[src/rtl/max6675_pkg.sv]
// Shared types and frame layout for the MAX6675 reader.
// The sensor frame is 16 bits, MSB first; D0 is tri-stated by the sensor and ignored.
package max6675_pkg;

  typedef enum logic [2:0] {
    WAIT,
    SETUP,
    HIGH,
    LOW,
    HOLD,
    DONE
  } state_t;

  localparam int FRAME_BITS = 16;
  localparam int BIT_DUMMY  = 15;
  localparam int TEMP_MSB   = 14;
  localparam int TEMP_LSB   = 3;
  localparam int BIT_OPEN   = 2;
  localparam int BIT_ID     = 1;

  // Counter width for a count of n cycles, never narrower than one bit.
  function automatic int cnt_width(input int n);
    return (n > 1) ? $clog2(n) : 1;
  endfunction

endpackage

[src/rtl/sync_2ff.sv]
// Two-flop synchronizer for a single asynchronous input bit.
module sync_2ff (
  input  logic clk,
  input  logic reset,
  input  logic i_d,
  output logic o_q
);

  logic r_meta;

  always_ff @(posedge clk or posedge reset) begin
    if (reset) begin
      r_meta <= 1'b0;
      o_q    <= 1'b0;
    end else begin
      // NOTE: non-blocking so the two flops form a real two-stage chain, not a wire.
      r_meta <= i_d;
      o_q    <= r_meta;
    end
  end

endmodule

[src/rtl/max6675_reader.sv]
// MAX6675 SPI read-only master: waits for conversion, clocks in one 16-bit frame,
// then publishes the temperature word and the open/frame-error flags.
module max6675_reader
  import max6675_pkg::*;
#(
  parameter int CLK_DIV   = 25,
  parameter int CS_SETUP  = 10,
  parameter int CONV_WAIT = 12_500_000
) (
  input  logic        clk,
  input  logic        reset,
  input  logic        enable,
  input  logic        so,
  output logic        cs_n,
  output logic        sck,
  output logic [15:0] temperature,
  output logic        temp_valid,
  output logic        tc_open,
  output logic        frame_err,
  output logic        busy
);

  localparam int DIV_W   = cnt_width(CLK_DIV);
  localparam int SETUP_W = cnt_width(CS_SETUP);
  localparam int WAIT_W  = cnt_width(CONV_WAIT);

  localparam logic [DIV_W-1:0]   DIV_LAST   = DIV_W'(CLK_DIV - 1);
  localparam logic [SETUP_W-1:0] SETUP_LAST = SETUP_W'(CS_SETUP - 1);
  localparam logic [WAIT_W-1:0]  WAIT_LAST  = WAIT_W'(CONV_WAIT - 1);
  localparam logic [3:0]         BIT_LAST   = 4'(FRAME_BITS - 1);

  state_t                r_state;
  logic [WAIT_W-1:0]     r_wait_cnt;
  logic [SETUP_W-1:0]    r_setup_cnt;
  logic [DIV_W-1:0]      r_div_cnt;
  logic [3:0]            r_bit_cnt;
  logic [FRAME_BITS-1:0] r_shift;

  logic w_so_sync;
  logic w_frame_err;
  logic w_tc_open;

  sync_2ff u_so_sync (
    .clk   (clk),
    .reset (reset),
    .i_d   (so),
    .o_q   (w_so_sync)
  );

  assign w_frame_err = r_shift[BIT_DUMMY] | r_shift[BIT_ID];
  assign w_tc_open   = r_shift[BIT_OPEN];

  always_ff @(posedge clk or posedge reset) begin
    if (reset) begin
      r_state     <= WAIT;
      r_wait_cnt  <= '0;
      r_setup_cnt <= '0;
      r_div_cnt   <= '0;
      r_bit_cnt   <= '0;
      // NOTE: the shift register is reset too, so an aborted frame never leaks stale bits.
      r_shift     <= '0;
      cs_n        <= 1'b1;
      sck         <= 1'b0;
      busy        <= 1'b0;
      temperature <= '0;
      temp_valid  <= 1'b0;
      tc_open     <= 1'b0;
      frame_err   <= 1'b0;
    end else begin
      temp_valid <= 1'b0;
      unique case (r_state)
        WAIT: begin
          // Hold at terminal count until enable allows the next frame.
          if (r_wait_cnt == WAIT_LAST) begin
            if (enable) begin
              r_state     <= SETUP;
              r_wait_cnt  <= '0;
              r_setup_cnt <= '0;
              cs_n        <= 1'b0;
              busy        <= 1'b1;
            end
          end else begin
            r_wait_cnt <= r_wait_cnt + WAIT_W'(1);
          end
        end
        SETUP: begin
          if (r_setup_cnt == SETUP_LAST) begin
            r_state     <= HIGH;
            r_setup_cnt <= '0;
            r_div_cnt   <= '0;
            r_bit_cnt   <= '0;
            sck         <= 1'b1;
          end else begin
            r_setup_cnt <= r_setup_cnt + SETUP_W'(1);
          end
        end
        HIGH: begin
          // Sample at the end of the high phase, well after the sensor's falling-edge update.
          if (r_div_cnt == DIV_LAST) begin
            r_state   <= LOW;
            r_div_cnt <= '0;
            r_shift   <= {r_shift[FRAME_BITS-2:0], w_so_sync};
            sck       <= 1'b0;
          end else begin
            r_div_cnt <= r_div_cnt + DIV_W'(1);
          end
        end
        LOW: begin
          if (r_div_cnt == DIV_LAST) begin
            r_div_cnt <= '0;
            if (r_bit_cnt != BIT_LAST) begin
              r_state   <= HIGH;
              r_bit_cnt <= r_bit_cnt + 4'd1;
              sck       <= 1'b1;
            end else begin
              r_state     <= HOLD;
              r_setup_cnt <= '0;
            end
          end else begin
            r_div_cnt <= r_div_cnt + DIV_W'(1);
          end
        end
        HOLD: begin
          if (r_setup_cnt == SETUP_LAST) begin
            r_state     <= DONE;
            r_setup_cnt <= '0;
            cs_n        <= 1'b1;
            busy        <= 1'b0;
          end else begin
            r_setup_cnt <= r_setup_cnt + SETUP_W'(1);
          end
        end
        DONE: begin
          frame_err <= w_frame_err;
          tc_open   <= w_tc_open;
          if (!w_frame_err && !w_tc_open) begin
            temperature <= {4'b0000, r_shift[TEMP_MSB:TEMP_LSB]};
            temp_valid  <= 1'b1;
          end
          r_state     <= WAIT;
          r_wait_cnt  <= '0;
          r_setup_cnt <= '0;
          r_div_cnt   <= '0;
          r_bit_cnt   <= '0;
        end
        default: begin
          r_state <= WAIT;
          cs_n    <= 1'b1;
          sck     <= 1'b0;
          busy    <= 1'b0;
        end
      endcase
    end
  end

endmodule
[config.mk]
export PLATFORM = sky130hd
export DESIGN_NAME = max6675_reader
export DESIGN_NICKNAME = d
export VERILOG_FILES = /design/src/rtl/max6675_pkg.sv /design/src/rtl/sync_2ff.sv /design/src/rtl/max6675_reader.sv
export SDC_FILE = /design/constraint.sdc
export NUM_CORES = 1
export LEC_CHECK = 0
export ABC_AREA = 1
export ABC_CLOCK_PERIOD_IN_PS = 6300
export BUFFER_PORTS_ARGS = -buffer_cell sky130_fd_sc_hd__buf_2
export CAP_MARGIN = 10
export CORE_MARGIN = 4
export CORE_UTILIZATION = 32
export CTS_CLUSTER_SIZE = 14
export DETAILED_ROUTE_END_ITERATION = 8
export SLEW_MARGIN = 10
export SYNTH_ARGS = -nofsm -noshare
export SYNTH_HDL_FRONTEND = slang
export SYNTH_HIERARCHICAL = 1
export SYNTH_SLANG_ARGS = --single-unit
[constraint.sdc]
create_clock -name clk -period 6.3 [get_ports clk]
set_input_delay 0.315 -clock clk [delete_from_list [all_inputs] [get_ports clk]]
set_output_delay 0.315 -clock clk [all_outputs]
set_load 0.02 [all_outputs]
# After elaboration in Yosys (flattened, before gate mapping)
# Cells that the tools add are included.
[totals]
regBits = 76
latch_bits = 0
ramBits = 0
rom_bits = 0
input_bits = 4
memories = 0
[op_classes]
addsub = 4
multipliers = 0
div_mod_pow = 0
order_cmp = 0
n_eq_ne = 18
n_shift = 0
n_mux = 38
n_bitwise = 3
reduce_logical = 21
[op_table]
columns = ["op", "count"]
rows = [
  ["24-bit two-way mux", 2],
  ["24-bit case mux with 2 select lines", 1],
  ["4-bit two-way mux", 8],
  ["24-bit by 1-bit adder with 24-bit output, second input constant", 1],
  ["24-bit equality test, second input constant", 1],
  ["3-bit two-way mux", 7],
  ["2-bit inequality test, second input constant", 8],
  ["4-bit case mux with 4 select lines", 1],
  ["3-bit case mux with 5 select lines", 1],
  ["5-bit case mux with 3 select lines", 1],
  ["4-bit case mux with 3 select lines", 1],
  ["1-bit two-way mux", 11],
  ["5-bit two-way mux", 2],
  ["5-bit AND reduction", 2],
  ["4-bit by 1-bit adder with 4-bit output, second input constant", 2],
  ["2-bit AND reduction", 4],
  ["4-bit AND reduction", 2],
  ["3-bit by 2-bit equality test with 1-bit output, second input constant", 2],
  ["3-bit equality test, second input constant", 2],
  ["1-bit case mux with 3 select lines", 2],
  ["6-bit AND reduction", 1],
  ["3-bit nonzero test", 2],
  ["5-bit by 1-bit adder with 5-bit output, second input constant", 1],
  ["5-bit equality test, second input constant", 1],
  ["other kinds (15)", 18],
]

# Logic depth before layout (Yosys ltp)
# Gate-level depths: netlist of the first run.
[depth]
ltp_word = 5
mapped_depth = 10

# Cells and area by module
# The synthesis of the first run kept the hierarchy.
[by_module_without_submodules]
columns = ["mod", "n_inst", "cells_each", "area_each_um2", "seq_area_each_um2"]
rows = [
  ["max6675_reader", 1, 548, 4097.7, 1853.0],
  ["sync_2ff", 1, 3, 53.8, 50.0],
]

# Worst setup path after synthesis of the first run
# No wires, ideal clock.
[synth_path]
kind = "reg-to-reg"
from = "register r_wait_cnt[0]"
to = "register r_wait_cnt[15]"
t_arrival_ns = 1.532
required_time_ns = 6.183
path_slack_ns = 4.651
stages_incl_launch_ff = 10
n_path_buf = 1
period_less_slack_ns = 1.649
path_cell_list = "dfrtp_1 ha_1 nand3_2 nor3_2 nand4_2 nand2_4 nand2_8 buf_6 nand2_1 nand2_1"
[synth_between]
elab_chain_len = 3
word_cells_on_any_way = 6
cone_classes = "add/sub: 1; eq/ne: 2; mux: 2; reduce/logical: 1"
[synth_lines]
columns = ["item", "line_no", "text"]
rows = [
  ["start, declared", "max6675_reader.sv:33", "logic [WAIT_W-1:0] r_wait_cnt;"],
  ["start signal, assigned", "max6675_reader.sv:83", "r_wait_cnt <= r_wait_cnt + WAIT_W'(1);"],
  ["24-bit by 1-bit adder with 24-bit output or 24-bit equality test (tied branches)", "max6675_reader.sv:83, max6675_reader.sv:74", ""],
  ["24-bit two-way mux or 3-bit inequality test (tied branches)", "--", ""],
  ["24-bit case mux with 2 select lines or 2-bit AND reduction (tied branches)", "--", ""],
]
# Parallel ways exist; a longest one is shown, timed or not.
# A chain may end at the register's enable or synchronous reset.

# Final worst setup path of the first run
[layout_path]
from = "register r_wait_cnt[0]"
to = "register r_setup_cnt[1]"
[layout_between]
elab_chain_len = 3
[layout_lines]
columns = ["item", "line_no", "text"]
rows = [
  ["24-bit equality test", "max6675_reader.sv:74", "if (r_wait_cnt == WAIT_LAST) begin"],
  ["2-bit inequality test (no line)", "--", ""],
  ["5-bit AND reduction (no line)", "--", ""],
  ["end signal, assigned", "max6675_reader.sv:94", "r_setup_cnt <= r_setup_cnt + SETUP_W'(1);"],
  ["end signal, assigned", "max6675_reader.sv:130", "r_setup_cnt <= r_setup_cnt + SETUP_W'(1);"],
  ["end, declared", "max6675_reader.sv:34", "logic [SETUP_W-1:0] r_setup_cnt;"],
]
# Every way passes these cells.

==> results of run 1 <==
## cell usage after synthesis, drive strengths merged, types with 4 or more instances
cell type,count,area (sq um)
a21oi,21,109
buf,13,98.8
clkbuf,5,18.8
dfrtp,75,1880
ha,6,75.1
inv,57,214
nand2,151,598
nand3,60,305
nand4,12,81.3
nor2,83,317
nor3,4,25.0
o21ai,38,201
o21bai,4,30.0
xor2,7,61.3
## where the power goes
group / internal [mW] / switching [mW]
Sequential: 0.489 / 0.000178
Combinational: 0.00168 / 0.0123
Clock: 0.310 / 0.211
Total: 0.801 / 0.224
## path summary, 6_finish.rpt
path,startpoint,end,slack [ns],depth (start not counted)
worst max-delay path,r_wait_cnt[0],r_setup_cnt[1],4.02,8
worst max register to register,r_wait_cnt[0],r_setup_cnt[1],4.02,8
worst min register to register,u_so_sync/r_meta,u_so_sync/o_q,0.36,0
max in group asynchronous,reset,r_wait_cnt[8],4.89,4
min in group asynchronous,reset,u_so_sync/o_q,0.39,3
worst min-delay path,so,u_so_sync/r_meta,0.1,1
## what timing repair did
item | CTS | global route
hold endpoints to repair | 2 | 0
setup endpoints to repair | 0 | 0
setup buffers | 0 | 0
hold buffers | 1 | 0
## cell families after synthesis
group	Yosys count	share of synthesized area (%)
AOI/OAI and AO/OA	71	9.64
xor gates and xnor gates	7	1.48
adders and majority gates	6	1.81
buffers and inverters	75	7.99
DFF	76	45.8
other	1	0.0903
and+or+nand+nor	315	33.2
## cell type report
type                            instances  share of cell area (%)
Clock buffer                           10                    4.89
Clock inverter                          6                    1.52
Inverter                               57                    4.57
Multi-Input combinational cell        403                    41.2
Sequential cell                        76                    40.6
Tap cell                              172                    4.60
Timing Repair Buffer                   23                    2.62
## stage by stage
step / power (mW) / hold WS (ns) / cell area [sq um] / std cells / worst slack, ns
after floorplan: 0.509 / 0.0562 / 4160 / 554 / 4.11
after global placement: 0.512 / 0.187 / 4370 / 730 / 4.10
after detailed placement: 0.513 / 0.189 / 4370 / 730 / 4.01
after CTS: 1.04 / 0.0826 / 4680 / 747 / 4.01
after global routing: 1.07 / 0.0825 / 4680 / 747 / 3.74
final: 1.02 / 0.0984 / 4680 / 747 / 4.02
## state kept, by name, summed over array words and instances, names as in the netlist, 3 cells and up
signal	cells
r_bit_cnt	4
r_state	3
r_shift	16
r_wait_cnt	24
r_setup_cnt	4
r_div_cnt	5
temperature	12
## routing by layer
layer  wire length (microns)  part of all wire (%)  vias to the layer above  global-route usage [%]
li1                        -                     -                     1812                       -
met1                    4360                    49                     1671                    17.9
met2                    4080                    46                       81                    20.6
met3                     426                   4.8                        9                    2.79
met4                      80                  0.89                        0                    3.36
met5                       0                     0                        -                       0
==> qor.txt, run 1 <==
status - complete, no violations
layout cell share with drive strength beyond 1 - 9.39%
max_cap viols - 0
Hold Crit Class - in -> reg
total congestion overflow - 0
most frequent cells in the layout - nand2_1, nor2_1, dfrtp_1, nand3_1, inv_1
Lkg Pwr - 2.23 nW
measured slew at the worst slew-check pin - 1.09 ns
Die ar. - 0.0149 sq mm
endpoints failing hold - 0
die height - 122 microns
# fillers - 1339
ys async rst share - 100%
Crit. End Element - register
crit-path cells - ha_1 > nand3_2 > nor2_1 > nand3_1 > nand2_1 > nand3_1 > nand2_1 > o21ai_0
Starting Density - 32.8%
Final period util - 36.1%
setup_tns - 0 ns
worst-path fanout max - 16
critical-path cell with the highest stage delay - nand3_1
Worst-path clk slew - 0.06 ns
Avg Cell Area, Syn - 7.53 sq um
dpl hpwl - 6.25 mm
Inserted Clock Buffers - 9
largest net degree at the start of global routing - 75
critical path data required time - 6.51 ns
CTS root buf - clkbuf_16
TritonRoute pass-1 iters - 5
slew margin rel. - 26.7%
Setup Viol. Count Final - 0
GPL Wtd Cong - 0.918
Post-synth EDFFs - 0
Final min period - 2.28 ns
most common cell after layout, fill and taps aside - nand2_1
post-route ant nets - 0
DRT Wirelength - 8.94 mm
vias per inst - 4.78
Final nets - 580
Critical Setup Path Class - reg -> reg
worst skew pair latency - 0.33 ns
Std-Cell Rows - 41
critical path's largest stage delay - 0.49 ns
CTS Sinks - 76
register area - 0.00190 sq mm
vias in the first global route - 3360
crit-path leading delay family - simple AND/OR/NAND/NOR gates
Area Growth Syn to Fin - 12.8%
post-synthesis cell type count - 36
PD cells - 219 mW/mm^2
sequential area share after synthesis - 45.8%
first-pass GRT wire length - 15.8 mm
flops & latches, synth - 76
die width - 122 microns
warnings from Yosys - 6
Top FF cell, synth - dfrtp_1
ant diodes - 0
Core ar. - 0.0127 sq mm
area of the multi-input gates - 0.00193 sq mm
cell area after synthesis - 0.00415 sq mm
maximum vdd ir drop - 0.000145 V
drt first-iter violations - 312
initial antenna violation count - 0
RSZ-0062 raised after global routing - false
Port-buffer cells - 21
Layout Skew - 0.00887 ns
Final Max Tran Viols - 0
DR DRC count - 0
vias - 3573
critical path startpoint category - register
CTS tree - built
fin util - 37.0%
Worst EP arrival - 2.49 ns
routed len/inst - 12.0 microns
Ports - 26
CTS Buffer Depth - 2
CTS resizes - 0
fmax - 439 MHz
total track usage - 12.9%
Gate Count Post-Synth - 551
worst path buffer plus inverter count - 0
H-tree depth - 3
Power figures use the tool's default switching activity.
==> inputs of run 2 (changes only) <==
ABC_AREA = 0   (was 1)
ABC_CLOCK_PERIOD_IN_PS = 2210   (was 6300)
clock period = 2.21 ns   (was 6.3 ns; I/O delays follow)
==> run 2 against run 1 <==
Compared with the run above: synthesized cell count down 34%; total power rose to 2.9 times the previous value; core utilization up 0.87 points; non-clock buffer count up 13; hold slack better by 0.072 ns; area after synthesis down 6.0%.
==> qor.txt, run 2 <==
endpoints failing hold - 0 (unchanged)
vias - 2905 (-19%)
largest net degree at the start of global routing - 40 (-47%)
Worst-path clk slew - 0.06 ns (about the same)
Top Registers - r_wait_cnt: 24 flops, r_shift: 16 flops, temperature: 12 flops
crit-path cells - ha_1 > and4_1 > and3_1 > a21oi_4 > and3_1 > a211o_1
ys async rst share - 100% (unchanged)
ant diodes - 0 (unchanged)
worst r2r dst - r_wait_cnt[20]
worst-path fanout max - 11 (-5)
GPL Wtd Cong - 0.875 (-4.7%)
internal reg-to-reg setup slack - 0.18 ns (-3.84 ns)
fin util - 37.8% (+0.87 points)
initial antenna violation count - 0 (unchanged)
Lkg Pwr - 2.16 nW (-3.0%)
worst path buffer plus inverter count - 0 (unchanged)
most frequent cells in the layout - dfrtp_1, nand2_1, buf_2, nand3_1, nor2_1
Top FF cell, synth - dfrtp_1
Hold Crit Class - in -> async
TritonRoute pass-1 iters - 4 (-1)
flops & latches, synth - 76 (unchanged)
first-pass GRT wire length - 13.9 mm (-12%)
Final nets - 404 (-30%)
Layout Skew - 0.00646 ns (-0.00241 ns)
Final period util - 91.7% (+56 points)
post-placement cell count - 528 (-28%)
fmax - 493 MHz (+12%)
max FFs per register - 24 (unchanged)
warnings from Yosys - 6 (unchanged)
share of the synthesized area in the top cell type - 48.1% (+2.9 points)
post-synthesis cell type count - 62 (+72%)
total congestion overflow - 0 (unchanged)
Ports - 26 (unchanged)
CTS root buf - clkbuf_16
Starting Density - 32.6% (-0.15 points)
Setup Viol. Count Final - 0 (unchanged)
Min Hold Slack - 0.170 ns (+0.0719 ns)
Worst EP arrival - 2.24 ns (-0.25 ns)
critical path data required time - 2.42 ns (-4.09 ns)
routed len/inst - 15.1 microns (+26%)
sequential area share after synthesis - 48.8% (+2.9 points)
most frequent CP cell - and3_1
Final min period - 2.03 ns (-0.250 ns)
layout cell share with drive strength beyond 1 - 22.3% (+13 points)
critical path startpoint category - register
total track usage - 12.1% (-0.85 points)
Area Growth Syn to Fin - 16.0%
maximum vdd ir drop - 0.000415 V (+190%)
die height - 118 microns (-2.9%)
Commonest cells post-synth - dfrtp_1, nand2_1, nand3_1, nor2_1, o21ai_0
# fillers - 1138 (-15%)
Std-Cell Rows - 40 (-2.4%)
setup_tns - 0 ns (unchanged)
setup bufs post-CTS - 0 (unchanged)
synth top area cells - dfrtp_1, mux2_4, nand2_1, mux2_1, mux2_2
CTS Sinks - 76 (unchanged)
cell area after synthesis - 0.00390 sq mm (-6.0%)
dpl hpwl - 5.77 mm (-7.7%)
H-tree depth - 3 (unchanged)
critical-path cell with the highest stage delay - dfrtp_1
DRT Wirelength - 8.23 mm (-7.9%)
Yosys top cell by area - dfrtp_1
vias in the first global route - 2819 (-16%)
register area - 0.00190 sq mm (unchanged)
Critical Setup Path Class - reg -> reg
CTS tree - built
Top reg by flops - r_wait_cnt
Avg Cell Area, Syn - 10.8 sq um (+43%)
post-route ant nets - 0 (unchanged)
CTS Buffer Depth - 2 (unchanged)
crit-path leading delay family - simple AND/OR/NAND/NOR gates
worst skew pair latency - 0.33 ns (about the same)
RSZ-0062 raised after global routing - false
area of the multi-input gates - 0.00187 sq mm (-3.2%)
Core ar. - 0.0120 sq mm (-5.6%)
Gate Count Post-Synth - 361 (-34%)
drt first-iter violations - 204 (-35%)
Port-buffer cells - 21 (unchanged)
Post-synth EDFFs - 0 (unchanged)
fin worst setup slack - 0.183 ns (-3.84 ns)
vias per inst - 5.32 (+11%)
die width - 118 microns (-2.9%)
DP Worst Slack - 0.131 ns (-3.88 ns)
max_cap viols - 0 (unchanged)
PD cells - 651 mW/mm^2 (+200%)
Final Max Tran Viols - 0 (unchanged)
status - complete, no violations
Crit. End Element - register
count leader, synth - dfrtp_1
RR Startpoint - r_wait_cnt[0]
Post-Layout Cell Count - 546 (-27%)
Die ar. - 0.0140 sq mm (-5.6%)
Inserted Clock Buffers - 9 (unchanged)
most common cell after layout, fill and taps aside - dfrtp_1
R2R cell count - 6 (-2)
critical path's largest stage delay - 0.40 ns (-0.09 ns)
DR DRC count - 0 (unchanged)
run 2: timing repair:
item	4_1_cts	5_1_grt
gates resized for setup	0	4
hold endpoints to repair	76	0
hold buffers	2	0
endpoints found under the setup margin	0	7
run 2: metal layers:
layer | track usage, % | up-vias | routed length [microns]
met5 | 0 | - | 0
met4 | 3.77 | 0 | 93
met3 | 2.68 | 12 | 314
met2 | 19.8 | 58 | 3960
met1 | 15.9 | 1440 | 3870
li1 | - | 1395 | -
run 2: how the worst max path moves through the flow:
stage / from / endpoint / slack (ns) / cells past startpoint
5_1_grt: r_wait_cnt[7] / r_setup_cnt[3] / 0.07 / 5
6_report: r_wait_cnt[0] / r_wait_cnt[20] / 0.18 / 6
4_1_cts: r_wait_cnt[0] / r_wait_cnt[20] / 0.12 / 6
3_3_place_gp: r_wait_cnt[0] / r_wait_cnt[20] / 0.17 / 6
2_1_floorplan: reset / busy / 0.22 / 1
3_5_place_dp: r_wait_cnt[0] / r_wait_cnt[20] / 0.13 / 6
run 2: metrics by stage:
stage,power [mW],area [sq um]
after CTS,2.98,4510
after floorplan,1.45,3910
after detailed placement,1.46,4180
final,2.95,4530
after global placement,1.46,4180
after global routing,3.06,4530
run 2: where the power goes:
part           leakage [nW]  total, mW  switching (mW)  internal (mW)
combinational          1.03     0.0438          0.0357        0.00813
sequential            0.985       1.39         0.00101           1.39
clock                 0.143       1.51           0.621          0.889
run 2: layout make-up:
class | instances | share of cell area [%]
multi-input cells | 259 | 41.2
clock inverters | 7 | 1.77
inverters | 12 | 0.995
flip-flops and latches | 76 | 42.1
repair buffers | 36 | 4.92
clock buffers | 9 | 4.98
well taps | 147 | 4.06
run 2: worst register-to-register path: stages (launching register included):
cell,delay [ns]
dfrtp_1,0.40
ha_1,0.20
and4_1,0.32
and3_1,0.36
a21oi_4,0.17
and3_1,0.20
a211o_1,0.27
run 2: kinds of logic (layout without fill, tap and decap cells):
group,Yosys count,count (layout),synth area share [%]
flops,76,76,48.8
xor+xnor,2,2,0.449
buf+inv,29,64,4.14
compound gates,72,72,13.4
simple gates,141,141,20.6
fa+ha+maj,6,6,1.92
mux,34,34,10.6
other cells,1,4,0.0961
